### config.mk
export PLATFORM = sky130hd
export DESIGN_NAME = div_sequencer
export DESIGN_NICKNAME = d
export VERILOG_FILES = /design/src/rtl/div_sequencer.sv
export SDC_FILE = /design/constraint.sdc
export NUM_CORES = 1
export LEC_CHECK = 0
export ABC_AREA = 1
export CAP_MARGIN = 20
export CORE_MARGIN = 2
export CORE_UTILIZATION = 60
export DETAILED_ROUTE_END_ITERATION = 8
export HOLD_SLACK_MARGIN = 0.08
export PLACE_DENSITY = 0.83
export RECOVER_POWER = 25
export SLEW_MARGIN = 15
export SYNTH_ARGS = -nofsm -noshare
export SYNTH_HDL_FRONTEND = slang
export SYNTH_SLANG_ARGS = --single-unit
export TNS_END_PERCENT = 1
### constraint.sdc
create_clock -name clk -period 3.6 [get_ports clk]
set_clock_uncertainty 0.15 [all_clocks]
set_input_delay 1.08 -clock clk [delete_from_list [all_inputs] [get_ports clk]]
set_output_delay 1.08 -clock clk [all_outputs]
set_load 0.05 [all_outputs]
### src/rtl/div_sequencer.sv
// Multi-cycle RV32M divide sequencer (DIV/DIVU/REM/REMU) with an internal restoring datapath.
// Define DIV_REM_REUSE_EN to keep the last normal-path operands and results so that a follow-up divide can complete in one cycle.
module div_sequencer #(
  parameter int BITS_PER_CYCLE = 1
) (
  input  logic        clk,
  input  logic        reset_n,
  input  logic        start,
  input  logic [1:0]  div_op,
  input  logic [31:0] rs1,
  input  logic [31:0] rs2,
  input  logic        kill,
  output logic        stall,
  output logic        busy,
  output logic        done,
  output logic [31:0] result
);

  localparam int N = 32 / BITS_PER_CYCLE;

  typedef enum logic [1:0] {IDLE, RUN, FIX, DONE} state_t;

  state_t      state;
  logic [5:0]  count;
  logic [63:0] rq;
  logic [31:0] divisor;
  logic        q_neg;
  logic        r_neg;
  logic        op_rem;

  logic        is_signed;
  logic [31:0] abs_a;
  logic [31:0] abs_b;
  logic        special_zero;
  logic        special_ovf;
  logic [63:0] step_rq;
  logic [31:0] q_fin;
  logic [31:0] r_fin;
  logic        accept;
  logic        reuse_hit;
  logic [31:0] reuse_result;

  // One or more restoring steps on the remainder:quotient pair; the shifted
  // remainder needs 33 bits because it can exceed 2^32-1 before the subtract.
  function automatic logic [63:0] div_steps(input logic [63:0] acc, input logic [31:0] d);
    logic [31:0] rem;
    logic [31:0] quo;
    logic [32:0] sh;
    logic [32:0] diff;
    rem = acc[63:32];
    quo = acc[31:0];
    for (int i = 0; i < BITS_PER_CYCLE; i++) begin
      sh   = {rem, quo[31]};
      quo  = {quo[30:0], 1'b0};
      diff = sh - {1'b0, d};
      if (!diff[32]) begin
        rem    = diff[31:0];
        quo[0] = 1'b1;
      end else begin
        rem = sh[31:0];
      end
    end
    return {rem, quo};
  endfunction

  assign is_signed    = ~div_op[0];
  assign abs_a        = (is_signed && rs1[31]) ? -rs1 : rs1;
  assign abs_b        = (is_signed && rs2[31]) ? -rs2 : rs2;
  assign special_zero = (rs2 == 32'h0);
  assign special_ovf  = is_signed && (rs1 == 32'h8000_0000) && (rs2 == 32'hFFFF_FFFF);
  assign step_rq      = div_steps(rq, divisor);
  assign q_fin        = q_neg ? -rq[31:0] : rq[31:0];
  assign r_fin        = r_neg ? -rq[63:32] : rq[63:32];
  assign accept       = (state == IDLE) && start && !kill;

  assign stall = accept || (state == RUN) || (state == FIX);

`ifdef DIV_REM_REUSE_EN
  logic [31:0] last_a;
  logic [31:0] last_b;
  logic        last_unsigned;
  logic [31:0] last_q;
  logic [31:0] last_r;
  logic        last_valid;

  assign reuse_hit    = last_valid && (rs1 == last_a) && (rs2 == last_b) && (div_op[0] == last_unsigned);
  assign reuse_result = div_op[1] ? last_r : last_q;

  // Operands are captured at every fresh accept; results only become valid
  // once a normal-path divide reaches FIX without being killed.
  always_ff @(posedge clk or negedge reset_n) begin
    if (!reset_n) begin
      last_a        <= 32'h0;
      last_b        <= 32'h0;
      last_unsigned <= 1'b0;
      last_q        <= 32'h0;
      last_r        <= 32'h0;
      last_valid    <= 1'b0;
    end else if (kill) begin
      last_valid <= 1'b0;
    end else if (accept && !reuse_hit) begin
      last_a        <= rs1;
      last_b        <= rs2;
      last_unsigned <= div_op[0];
      last_valid    <= 1'b0;
    end else if (state == FIX) begin
      last_q     <= q_fin;
      last_r     <= r_fin;
      last_valid <= 1'b1;
    end
  end
`else
  assign reuse_hit    = 1'b0;
  assign reuse_result = 32'h0;
`endif

  always_ff @(posedge clk or negedge reset_n) begin
    if (!reset_n) begin
      state   <= IDLE;
      count   <= 6'd0;
      rq      <= 64'h0;
      divisor <= 32'h0;
      q_neg   <= 1'b0;
      r_neg   <= 1'b0;
      op_rem  <= 1'b0;
      busy    <= 1'b0;
      done    <= 1'b0;
      result  <= 32'h0;
    end else begin
      done <= 1'b0;
      if (kill) begin
        state <= IDLE;
        busy  <= 1'b0;
      end else begin
        case (state)
          IDLE: begin
            if (start) begin
              op_rem <= div_op[1];
              if (reuse_hit) begin
                result <= reuse_result;
                done   <= 1'b1;
                state  <= DONE;
              end else if (special_zero) begin
                result <= div_op[1] ? rs1 : 32'hFFFF_FFFF;
                done   <= 1'b1;
                state  <= DONE;
              end else if (special_ovf) begin
                result <= div_op[1] ? 32'h0 : 32'h8000_0000;
                done   <= 1'b1;
                state  <= DONE;
              end else begin
                rq      <= {32'h0, abs_a};
                divisor <= abs_b;
                q_neg   <= is_signed && (rs1[31] ^ rs2[31]);
                r_neg   <= is_signed && rs1[31];
                count   <= 6'd0;
                busy    <= 1'b1;
                state   <= RUN;
              end
            end
          end
          RUN: begin
            rq    <= step_rq;
            count <= count + 6'd1;
            if (count == 6'(N - 1)) state <= FIX;
          end
          FIX: begin
            result <= op_rem ? r_fin : q_fin;
            busy   <= 1'b0;
            done   <= 1'b1;
            state  <= DONE;
          end
          DONE: state <= IDLE;
          default: state <= IDLE;
        endcase
      end
    end
  end

endmodule

==> Word level (Yosys, flattened, before mapping) <==
Cells that the tools add are included.
{ "word_totals": {"register_bits": 141, "inputBits": 70, "output_inout_bits": 35, "elab_cells": 93} }
{ "op_classes": {"add_sub_neg": 6, "eq_ne": 14, "muxes": 37, "bitwise_logic": 5, "n_reduce_logical": 21} }
{ "ops": {"columns": ["cell", "count"], "rows": [
  ["32-bit two-way mux", 11],
  ["64-bit two-way mux", 3],
  ["32-bit negation", 4],
  ["64-bit case mux with 2 select lines", 1],
  ["32-bit == test (second input constant)", 2],
  ["32-bit case mux with 2 select lines", 1],
  ["33-bit by 32-bit subtractor with 33-bit output", 1],
  ["32-bit zero test", 1],
  ["6-bit two-way mux", 3],
  ["3-bit != test (second input constant)", 4],
  ["6-bit case mux with 2 select lines", 1],
  ["2-bit two-way mux", 5],
  ["5-bit AND reduction", 2],
  ["1-bit two-way mux", 9],
  ["2-bit case mux with 4 select lines", 1],
  ["4-bit AND reduction", 2],
  ["1-bit logical AND", 7],
  ["6-bit by 1-bit adder with 6-bit output (second input constant)", 1],
  ["6-bit by 5-bit == test with 1-bit output (second input constant)", 1],
  ["2-bit != test (second input constant)", 3],
  ["2-bit == test (second input constant)", 2],
  ["1-bit inverter", 4],
  ["1-bit case mux with 2 select lines", 2],
  ["2-bit nonzero test", 2],
  ["9 further kinds", 10]
]} }

==> Depth between registers and ports, before layout <==
Gate-level depths: netlist of the first run.
{ "logic_depth": {"word_depth": 8, "ltp_mapped": 18} }

==> Least setup slack after synthesis of the first run <==
Ideal clock, no wire load.
{ "synth_path": {"kind": "input to output", "startpoint": "input port kill", "endpoint": "output port stall", "arrival_ns": 1.768, "required_time_ns": 2.370, "path_slack_ns": 0.602, "cell_stages": 3, "path_cell_list": "nor3_2 inv_1 nand3_1"} }
{ "synth_between": {"elab_chain_cells": 4} }
{ "synth_rtl": {"columns": ["element", "line_no", "rtl"], "rows": [
  ["from (decl)", "12", "input logic kill,"],
  ["1-bit zero test", "74", "assign accept = (state == IDLE) && start && !kill;"],
  ["1-bit logical AND", "74", null],
  ["1-bit logical OR (2 in a row)", "76", "assign stall = accept || (state == RUN) || (state == FIX);"],
  ["to (decl)", "13", "output logic stall,"]
]} }
Every way passes these cells.

==> Final worst setup path of the first run <==
{ "layout_path": {"startpoint": "input port start", "endpoint": "output port stall"} }
{ "layout_between": {"elab_chain_cells": 4} }
{ "layout_rtl": {"columns": ["element", "line_no", "rtl"], "rows": [
  ["from (decl)", "8", "input logic start,"],
  ["1-bit logical AND (2 in a row)", "74", null],
  ["1-bit logical OR (2 in a row)", "76", null]
]} }
Every way passes these cells.

==> results of run 1 <==
-- routing by layer --
metal | share of wire, % | vias up
met5 | 0 | -
met4 | 4.3 | 0
met3 | 11 | 157
met2 | 45 | 910
met1 | 40 | 7246
li1 | - | 7486
-- critical path: cells and delay by family --
family                 cells  cell delay [ps]
buffers and inverters      4              860
AND/OR/NAND/NOR            2              270
-- registers in the layout (all words and copies together) (netlist names) --
signal and count:
q_neg 1, done 1, state 2, result 32
op_rem 1, busy 1, rq 64, divisor 32
r_neg 1, count 6
-- layout by cell type (no fill, tap or decap), types with 6 or more instances in the layout --
cell type / synthesis / routed
buf_12: 0 / 9
nor2_1: 222 / 221
nand4_1: 49 / 49
and2_1: 7 / 7
nand3b_1: 9 / 9
nor3_1: 25 / 25
nand2_1: 825 / 825
xnor2_1: 22 / 22
o21ai_1: 32 / 32
inv_8: 0 / 6
inv_1: 313 / 313
clkdlybuf4s50_1: 0 / 102
a21oi_1: 64 / 64
clkbuf_16: 0 / 17
ha_1: 41 / 41
o21ai_0: 106 / 106
nand3_1: 244 / 244
dfrtp_1: 141 / 141
buf_4: 9 / 91
xor2_1: 52 / 52
-- final timing paths --
check | to | slack [ps]
worst max-delay path | stall | 160
worst max register to register | rq[35]$_DFFE_PN0P_ | 480
worst min-delay path | result[31]$_DFFE_PN0P_ | 330
worst min register to register | result[31]$_DFFE_PN0P_ | 330
min in group asynchronous | rq[59]$_DFFE_PN0P_ | 1120
max in group asynchronous | result[20]$_DFFE_PN0P_ | 950
-- logic make-up after synthesis --
group,Yosys count,share of synthesized area (%)
buf+inv,384,11.4
flops,141,26.6
fa+ha+maj,42,4.02
simple gates,1407,44.5
compound gates,220,8.61
xor+xnor,74,4.88
-- stage by stage --
stage / total power, uW / worst slack (ps) / cell area [um2]
after floorplan: 6600 / 602 / 13300
after global placement: 8450 / 84.0 / 15200
after detailed placement: 8610 / -45.4 / 15200
after CTS: 10500 / 161 / 15800
after global routing: 11400 / 58.6 / 15800
final: 10700 / 157 / 15800
-- cell usage after synthesis (all sizes together) --
library cell	number
nand4	49
or2	4
nand3	248
a21boi	1
o2111ai	1
nor3	27
fa	1
o21ai	138
a21oi	64
and2	7
or3	1
nor3b	1
nor4	3
nand3b	9
dfrtp	141
a31oi	1
a211oi	1
ha	41
o21bai	2
and3	1
o22ai	3
clkinv	2
inv	318
xor2	52
o31ai	1
a21o	2
a22oi	2
nand2	827
nor2	230
buf	32
o211ai	4
clkbuf	32
xnor2	22
-- area by class of cell --
cell class                      count  area [um2]  share of cell area, %
Clock inverter                     15         196                   1.24
Tap cell                          280         350                   2.21
Antenna cell                        2        5.00                 0.0316
Clock buffer                       17         425                   2.69
Sequential cell                   141        3530                   22.3
Timing Repair Buffer              203        1890                   11.9
Multi-Input combinational cell   1743        8240                   52.0
Inverter                          320        1200                   7.59
-- power by group --
| group | switching, uW | internal (uW) | leakage, uW | total [uW] |
|---|---|---|---|---|
| logic | 4270 | 1970 | 0.00634 | 6240 |
| clock network | 891 | 1010 | 0.000301 | 1900 |
| registers | 461 | 2140 | 0.00185 | 2600 |
| total | 5620 | 5120 | 0.00850 | 10700 |
==> impl_results.html, run 1 <==
<table>
<tr><th>Metric</th><th>Value</th></tr>
<tr><th colspan="2">Clocking</th></tr>
<tr><td>H-tree levels</td><td>4</td></tr>
<tr><td>Clock latency on the worst-skew pair</td><td>approximately 440 ps</td></tr>
<tr><td>Hold_buf cts</td><td>0</td></tr>
<tr><td>CTS root buffer</td><td>clkbuf_16</td></tr>
<tr><td>Number of buffers on the longest clock path</td><td>2</td></tr>
<tr><td>Number of gates resized after cts</td><td>0</td></tr>
<tr><td>Clock sink count</td><td>around 140</td></tr>
<tr><td>Clock-pin slew on the worst setup and hold paths</td><td>~70 ps</td></tr>
<tr><td>Number of buffers added by the clock tree synthesis step</td><td>17</td></tr>
<tr><td>Buffers inserted during post-CTS setup optimization</td><td>0</td></tr>
<tr><td>Clock tree from TritonCTS</td><td>done</td></tr>
<tr><th colspan="2">Run</th></tr>
<tr><td>Max-capacitance violation count</td><td>1</td></tr>
<tr><th colspan="2">Place</th></tr>
<tr><td>Final weighted congestion in routability-driven placement</td><td>around 1.1</td></tr>
<tr><td>Detailed Place HPWL</td><td>36.7 mm</td></tr>
<tr><td>Number of cells after detailed placement</td><td>2687</td></tr>
<tr><td>Count of input and output buffers</td><td>roughly 100</td></tr>
<tr><th colspan="2">STA</th></tr>
<tr><td>Maximum clock frequency</td><td>just under 300 MHz</td></tr>
<tr><td>Slew at the pin closest to its max-slew limit</td><td>2160 ps</td></tr>
<tr><td>Final clock period utilization by the worst path</td><td>a little over nine tenths</td></tr>
<tr><td>Setup repair after global routing missed its margin</td><td>no</td></tr>
<tr><td>Max-slew violation count</td><td>35</td></tr>
<tr><td>Final setup fails</td><td>0</td></tr>
<tr><td>Final hold viol count</td><td>0</td></tr>
<tr><td>Slew Limit Headroom</td><td>-44.1%</td></tr>
<tr><td>Setup TNS Final</td><td>0 ps</td></tr>
<tr><td>Hold slack final</td><td>330 ps</td></tr>
<tr><td>Time the worst path needs with I/O delays and setup</td><td>about 3400 ps</td></tr>
<tr><th colspan="2">Route</th></tr>
<tr><td>Remaining design rule violation count</td><td>0</td></tr>
<tr><td>Number of antenna-violating nets in the routed design</td><td>0</td></tr>
<tr><td>Via count</td><td>~16000</td></tr>
<tr><td>Routed vias/inst</td><td>around 5.8</td></tr>
<tr><td>DR iter-0 viols</td><td>approximately 1900</td></tr>
<tr><td>Iteration count of the initial detailed-routing pass</td><td>6</td></tr>
<tr><td>Total detailed-routing wirelength</td><td>46.8 mm</td></tr>
<tr><td>WL per Instance</td><td>17.2 um</td></tr>
<tr><th colspan="2">Worst setup path</th></tr>
<tr><td>Longest individual stage delay on the worst path</td><td>approximately 510 ps</td></tr>
<tr><td>Worst-case reg-to-reg path depth</td><td>18</td></tr>
<tr><td>Kind of critical path</td><td>input port to primary output</td></tr>
<tr><td>Startpoint Class</td><td>input port</td></tr>
<tr><td>Crit. End Element</td><td>primary output</td></tr>
<tr><td>Highest-delay cell along the critical path</td><td>clkdlybuf4s50_1</td></tr>
<tr><td>CP Cell Sequence</td><td>clkdlybuf4s50_1, inv_1, nor3_2, inv_1, nand3_1, buf_12</td></tr>
<tr><td>Most used cell along the critical path</td><td>inv_1</td></tr>
<tr><td>Reg2Reg Launch Point</td><td>rq[31]$_DFFE_PN0P_</td></tr>
<tr><td>Endpoint required time on the critical path</td><td>approximately 2400 ps</td></tr>
<tr><td>Critical path origin</td><td>start</td></tr>
<tr><td>Peak fanout along the critical path</td><td>3</td></tr>
<tr><td>Arrival time at the worst endpoint</td><td>roughly 2200 ps</td></tr>
<tr><th colspan="2">Pwr</th></tr>
<tr><td>Maximum resistive drop on vdd</td><td>just over 0.0006 V</td></tr>
<tr><td>Leakage power summed over all cells</td><td>0.00850 uW</td></tr>
<tr><td>Power per unit of standard cell area</td><td>just under 700 mW/mm2</td></tr>
<tr><th colspan="2">Logic synthesis</th></tr>
<tr><td>Top area cells in the synthesized netlist</td><td>dfrtp_1, nand2_1, nand3_1, inv_1, nor2_1</td></tr>
<tr><td>Fraction of synthesized cell area taken by the top area cell type</td><td>26.6%</td></tr>
<tr><td>Synthesis-stage register bit count</td><td>between 100 and 150</td></tr>
<tr><td>Yosys warning total</td><td>0</td></tr>
<tr><td>Synthesized Nets</td><td>roughly 2400</td></tr>
<tr><td>Count of distinct cell types in the synthesized netlist</td><td>44</td></tr>
<tr><td>Seq/Total Area, Yosys</td><td>a little over a quarter</td></tr>
<tr><td>Cell type with the largest total area after synthesis</td><td>dfrtp_1</td></tr>
<tr><td>Cell count after synthesis</td><td>2268</td></tr>
<tr><td>Summed instance area of the synthesized netlist</td><td>roughly 0.013 mm2</td></tr>
<tr><td>Synth Area per Inst</td><td>~5.9 um2</td></tr>
<tr><th colspan="2">Run status</th></tr>
<tr><td>Status</td><td>finished with violations</td></tr>
<tr><td>Violated checks</td><td>max-capacitance violations, max-slew violations</td></tr>
<tr><th colspan="2">Final layout</th></tr>
<tr><td>Area grow syn2layout</td><td>19.3%</td></tr>
<tr><td>Core utilization of the finished layout</td><td>between 70% and 80%</td></tr>
<tr><td>Number of nets at the end of the flow</td><td>between 2000 and 3000</td></tr>
<tr><td>Final std cells w/o fill</td><td>2721</td></tr>
<tr><td>Fraction of layout instances using a drive strength above 1</td><td>6.48%</td></tr>
<tr><td>Fillers</td><td>1885</td></tr>
<tr><th colspan="2">GRT</th></tr>
<tr><td>Vias in the first global route</td><td>roughly 14000</td></tr>
<tr><td>Met3 global-route usage</td><td>8.19%</td></tr>
<tr><td>Sum of overflow across all layers after global routing</td><td>0</td></tr>
<tr><td>Number of antenna violations at the first check in global routing</td><td>0</td></tr>
<tr><td>Met2 demand-to-capacity share in global routing</td><td>roughly 63%</td></tr>
<tr><td>Pin count of the biggest net entering global routing</td><td>between 50 and 60</td></tr>
<tr><td>Met1 Resource Use GR</td><td>approximately 52%</td></tr>
<tr><td>GRT Max-Usage Layer</td><td>met2</td></tr>
<tr><td>Global router's overall resource usage</td><td>39.4%</td></tr>
<tr><td>First-pass GRT wire length</td><td>approximately 74 mm</td></tr>
<tr><th colspan="2">Floorplan</th></tr>
<tr><td>Die width</td><td>about 150 um</td></tr>
<tr><td>Vert. Die Dim</td><td>between 150 and 200 um</td></tr>
<tr><td>Floorplan row count</td><td>54</td></tr>
<tr><td>Placeable core region</td><td>around 0.022 mm2</td></tr>
<tr><td>DIE AREA</td><td>0.0233 mm2</td></tr>
<tr><td>Initial Util</td><td>between 60 and 70%</td></tr>
<tr><td>Number of ports placed on the die boundary</td><td>105</td></tr>
<tr><th colspan="2">Min path</th></tr>
<tr><td>Worst min-delay path category</td><td>register to register</td></tr>
<tr><td>Hold path depth</td><td>2</td></tr>
<tr><td>Startpoint of the most critical hold path</td><td>result[31]$_DFFE_PN0P_</td></tr>
</table>
(Power assumes the default switching activity.)
==> run 2, diff against run 1 <==
--- a/config.mk
+++ b/config.mk
@@ -13,7 +13,6 @@
 export HOLD_SLACK_MARGIN = 0.08
 export PLACE_DENSITY = 0.83
 export RECOVER_POWER = 25
-export SLEW_MARGIN = 15
 export SYNTH_ARGS = -nofsm -noshare
 export SYNTH_HDL_FRONTEND = slang
 export SYNTH_SLANG_ARGS = --single-unit
==> results of run 2 <==
No change in the layout: final DEF, timing and power equal those of run 1.
==> run 3, diff against run 2 <==
--- a/config.mk
+++ b/config.mk
@@ -6,7 +6,7 @@
 export NUM_CORES = 1
 export LEC_CHECK = 0
 export ABC_AREA = 1
-export CAP_MARGIN = 20
+export CORE_ASPECT_RATIO = 1.4
 export CORE_MARGIN = 2
 export CORE_UTILIZATION = 60
 export DETAILED_ROUTE_END_ITERATION = 8
==> impl_results.html, run 3 (synthesis gave the netlist of run 1 again) <==
<table>
<tr><th>Metric</th><th>Value</th></tr>
<tr><th colspan="2">STA</th></tr>
<tr><td>Setup repair after global routing missed its margin</td><td>no</td></tr>
<tr><td>Time the worst path needs with I/O delays and setup</td><td>~3400 ps</td></tr>
<tr><td>Final setup fails</td><td>0</td></tr>
<tr><td>Hold slack final</td><td>roughly 340 ps</td></tr>
<tr><td>Slew Limit Headroom</td><td>-43.2%</td></tr>
<tr><td>Final hold viol count</td><td>0</td></tr>
<tr><td>Slew at the pin closest to its max-slew limit</td><td>~2100 ps</td></tr>
<tr><td>Maximum clock frequency</td><td>roughly 290 MHz</td></tr>
<tr><td>Final clock period utilization by the worst path</td><td>95.6%</td></tr>
<tr><td>Max-slew violation count</td><td>36</td></tr>
<tr><th colspan="2">Final layout</th></tr>
<tr><td>Number of nets at the end of the flow</td><td>roughly 2500</td></tr>
<tr><td>Antenna diode count</td><td>0</td></tr>
<tr><td>Final cell area excluding filler cells</td><td>between 0.015 and 0.02 mm2</td></tr>
<tr><td>Area grow syn2layout</td><td>18.2%</td></tr>
<tr><td>Fraction of layout instances using a drive strength above 1</td><td>approximately 5.6%</td></tr>
<tr><td>Largest register FFs</td><td>64</td></tr>
<tr><td>Most common cell after layout, fill and taps aside</td><td>nand2_1</td></tr>
<tr><td>Commonest cells after routing, fill and taps aside</td><td>nand2_1, inv_1, nand3_1, nor2_1, dfrtp_1</td></tr>
<tr><td>Biggest register</td><td>rq</td></tr>
<tr><td>Registers with the highest flip-flop counts</td><td>rq x64, divisor x32, result x32</td></tr>
<tr><th colspan="2">GRT</th></tr>
<tr><td>Met1 Resource Use GR</td><td>between 40% and 50%</td></tr>
<tr><td>GRT Max-Usage Layer</td><td>met2</td></tr>
<tr><td>Met2 demand-to-capacity share in global routing</td><td>about two thirds</td></tr>
<tr><td>Sum of overflow across all layers after global routing</td><td>0</td></tr>
<tr><td>Number of antenna violations at the first check in global routing</td><td>0</td></tr>
<tr><td>Global router's overall resource usage</td><td>around two fifths</td></tr>
<tr><td>Met3 global-route usage</td><td>around 8.0%</td></tr>
<tr><td>Pin count of the biggest net entering global routing</td><td>52</td></tr>
<tr><td>First-pass GRT wire length</td><td>~76 mm</td></tr>
<tr><td>Vias in the first global route</td><td>approximately 15000</td></tr>
<tr><th colspan="2">Worst setup path</th></tr>
<tr><td>Arrival time at the worst endpoint</td><td>about 2200 ps</td></tr>
<tr><td>Kind of critical path</td><td>input port to primary output</td></tr>
<tr><td>Number of buffers and inverters on the critical path</td><td>4</td></tr>
<tr><td>Most used cell along the critical path</td><td>inv_1</td></tr>
<tr><td>Highest-delay cell along the critical path</td><td>clkdlybuf4s50_1</td></tr>
<tr><td>Longest individual stage delay on the worst path</td><td>between 500 and 600 ps</td></tr>
<tr><td>Endpoint required time on the critical path</td><td>roughly 2400 ps</td></tr>
<tr><td>Critical path origin</td><td>start</td></tr>
<tr><td>Peak fanout along the critical path</td><td>2</td></tr>
<tr><td>Startpoint Class</td><td>input port</td></tr>
<tr><td>CP Cell Sequence</td><td>clkdlybuf4s50_1, inv_1, nor3_2, inv_1, nand3_1, buf_12</td></tr>
<tr><td>Crit. End Element</td><td>primary output</td></tr>
<tr><td>Cell type group with the largest total delay on the critical path</td><td>buffers and inverters</td></tr>
<tr><td>Reg2Reg Launch Point</td><td>rq[31]$_DFFE_PN0P_</td></tr>
<tr><th colspan="2">Place</th></tr>
<tr><td>Detailed Place HPWL</td><td>about 38 mm</td></tr>
<tr><td>Standard cell area after detailed placement</td><td>0.0151 mm2</td></tr>
<tr><td>Count of input and output buffers</td><td>104</td></tr>
<tr><td>Final weighted congestion in routability-driven placement</td><td>just over 1</td></tr>
<tr><th colspan="2">Route</th></tr>
<tr><td>Via count</td><td>about 16000</td></tr>
<tr><td>Remaining design rule violation count</td><td>0</td></tr>
<tr><td>WL per Instance</td><td>roughly 18 um</td></tr>
<tr><td>Number of antenna-violating nets in the routed design</td><td>0</td></tr>
<tr><td>Routed vias/inst</td><td>around 5.8</td></tr>
<tr><td>Total detailed-routing wirelength</td><td>between 40 and 50 mm</td></tr>
<tr><td>Iteration count of the initial detailed-routing pass</td><td>9</td></tr>
<tr><td>DR iter-0 viols</td><td>1423</td></tr>
<tr><th colspan="2">Clocking</th></tr>
<tr><td>Number of buffers added by the clock tree synthesis step</td><td>17</td></tr>
<tr><td>H-tree levels</td><td>4</td></tr>
<tr><td>Hold_buf cts</td><td>0</td></tr>
<tr><td>Clock sink count</td><td>between 100 and 150</td></tr>
<tr><td>Clock latency on the worst-skew pair</td><td>450 ps</td></tr>
<tr><td>Clock tree from TritonCTS</td><td>done</td></tr>
<tr><td>Number of gates resized after cts</td><td>0</td></tr>
<tr><td>Number of buffers on the longest clock path</td><td>2</td></tr>
<tr><td>Clock-pin slew on the worst setup and hold paths</td><td>~60 ps</td></tr>
<tr><td>Buffers inserted during post-CTS setup optimization</td><td>0</td></tr>
<tr><td>CTS root buffer</td><td>clkbuf_16</td></tr>
<tr><th colspan="2">Pwr</th></tr>
<tr><td>Leakage power summed over all cells</td><td>around 0.0084 uW</td></tr>
<tr><td>Maximum resistive drop on vdd</td><td>a little under 0.0005 V</td></tr>
<tr><td>Final Power</td><td>10700 uW</td></tr>
<tr><td>Power per unit of standard cell area</td><td>679 mW/mm2</td></tr>
<tr><th colspan="2">Floorplan</th></tr>
<tr><td>Vert. Die Dim</td><td>180 um</td></tr>
<tr><td>Placeable core region</td><td>about 0.022 mm2</td></tr>
<tr><td>Floorplan row count</td><td>between 60 and 70</td></tr>
<tr><td>Die width</td><td>~130 um</td></tr>
<tr><td>Number of ports placed on the die boundary</td><td>between 100 and 150</td></tr>
<tr><td>Initial Util</td><td>between 60% and 70%</td></tr>
<tr><td>DIE AREA</td><td>between 0.02 and 0.025 mm2</td></tr>
<tr><th colspan="2">Run status</th></tr>
<tr><td>Violated checks</td><td>max-capacitance violations, max-slew violations</td></tr>
<tr><td>Status</td><td>finished with violations</td></tr>
<tr><th colspan="2">Min path</th></tr>
<tr><td>Worst min-delay path category</td><td>register to register</td></tr>
<tr><td>Startpoint of the most critical hold path</td><td>result[27]$_DFFE_PN0P_</td></tr>
<tr><th colspan="2">Run</th></tr>
<tr><td>Max-capacitance violation count</td><td>1</td></tr>
</table>
-- run 3: cell count changes in the layout (fill, tap and decap cells not counted) --
cell,before,now
inv_6,3,8
buf_12,9,12
clkinv_8,4,0
inv_8,6,5
buf_4,91,66
diode_2,2,0
-- run 3: worst min-delay path, stage by stage, from the launching register on --
cell     delay [ps]
dfrtp_1         340
nand2_1          60
nand2_1          60
-- run 3: final cells by class --
type,instances,area [um2]
Clock buffer,17,425
Clock inverter,15,164
Fill cell,1944,6090
Inverter,320,1200
Multi-Input combinational cell,1743,8240
Sequential cell,141,3530
Tap cell,297,372
Timing Repair Buffer,181,1760
-- run 3: worst paths after layout --
kind | slack, ps | depth (start not counted) | endpoint
worst min-delay path | 340 | 2 | result[27]$_DFFE_PN0P_
worst min register to register | 340 | 2 | result[27]$_DFFE_PN0P_
worst max-delay path | 160 | 6 | stall
worst max register to register | 620 | 18 | rq[35]$_DFFE_PN0P_
max in group asynchronous | 820 | 2 | divisor[0]$_DFFE_PN0P_
min in group asynchronous | 1100 | 1 | result[20]$_DFFE_PN0P_
-- run 3: metal layers --
layer	part of all wire, %	wire length (um)
met5	0	0
met4	8.6	4140
met3	8.0	3890
met2	47	22600
met1	37	17700
-- run 3: stage by stage --
stage          setup TNS, ps  setup slack, ps  util (%)  cells
6_report                   0              158      72.0   2714
4_1_cts                    0              184      72.1   2714
2_1_floorplan              0              602         -   2268
5_1_grt                    0             80.7      72.0   2714
3_5_place_dp            -603            -64.1      69.4   2682
3_3_place_gp               0             13.9      69.4   2682
-- run 3: where the power goes --
group	switching, uW	leakage, uW	total [uW]	internal [uW]
Sequential	483	0.00185	2630	2140
Combinational	4220	0.00625	6190	1980
Clock	842	0.000290	1830	992
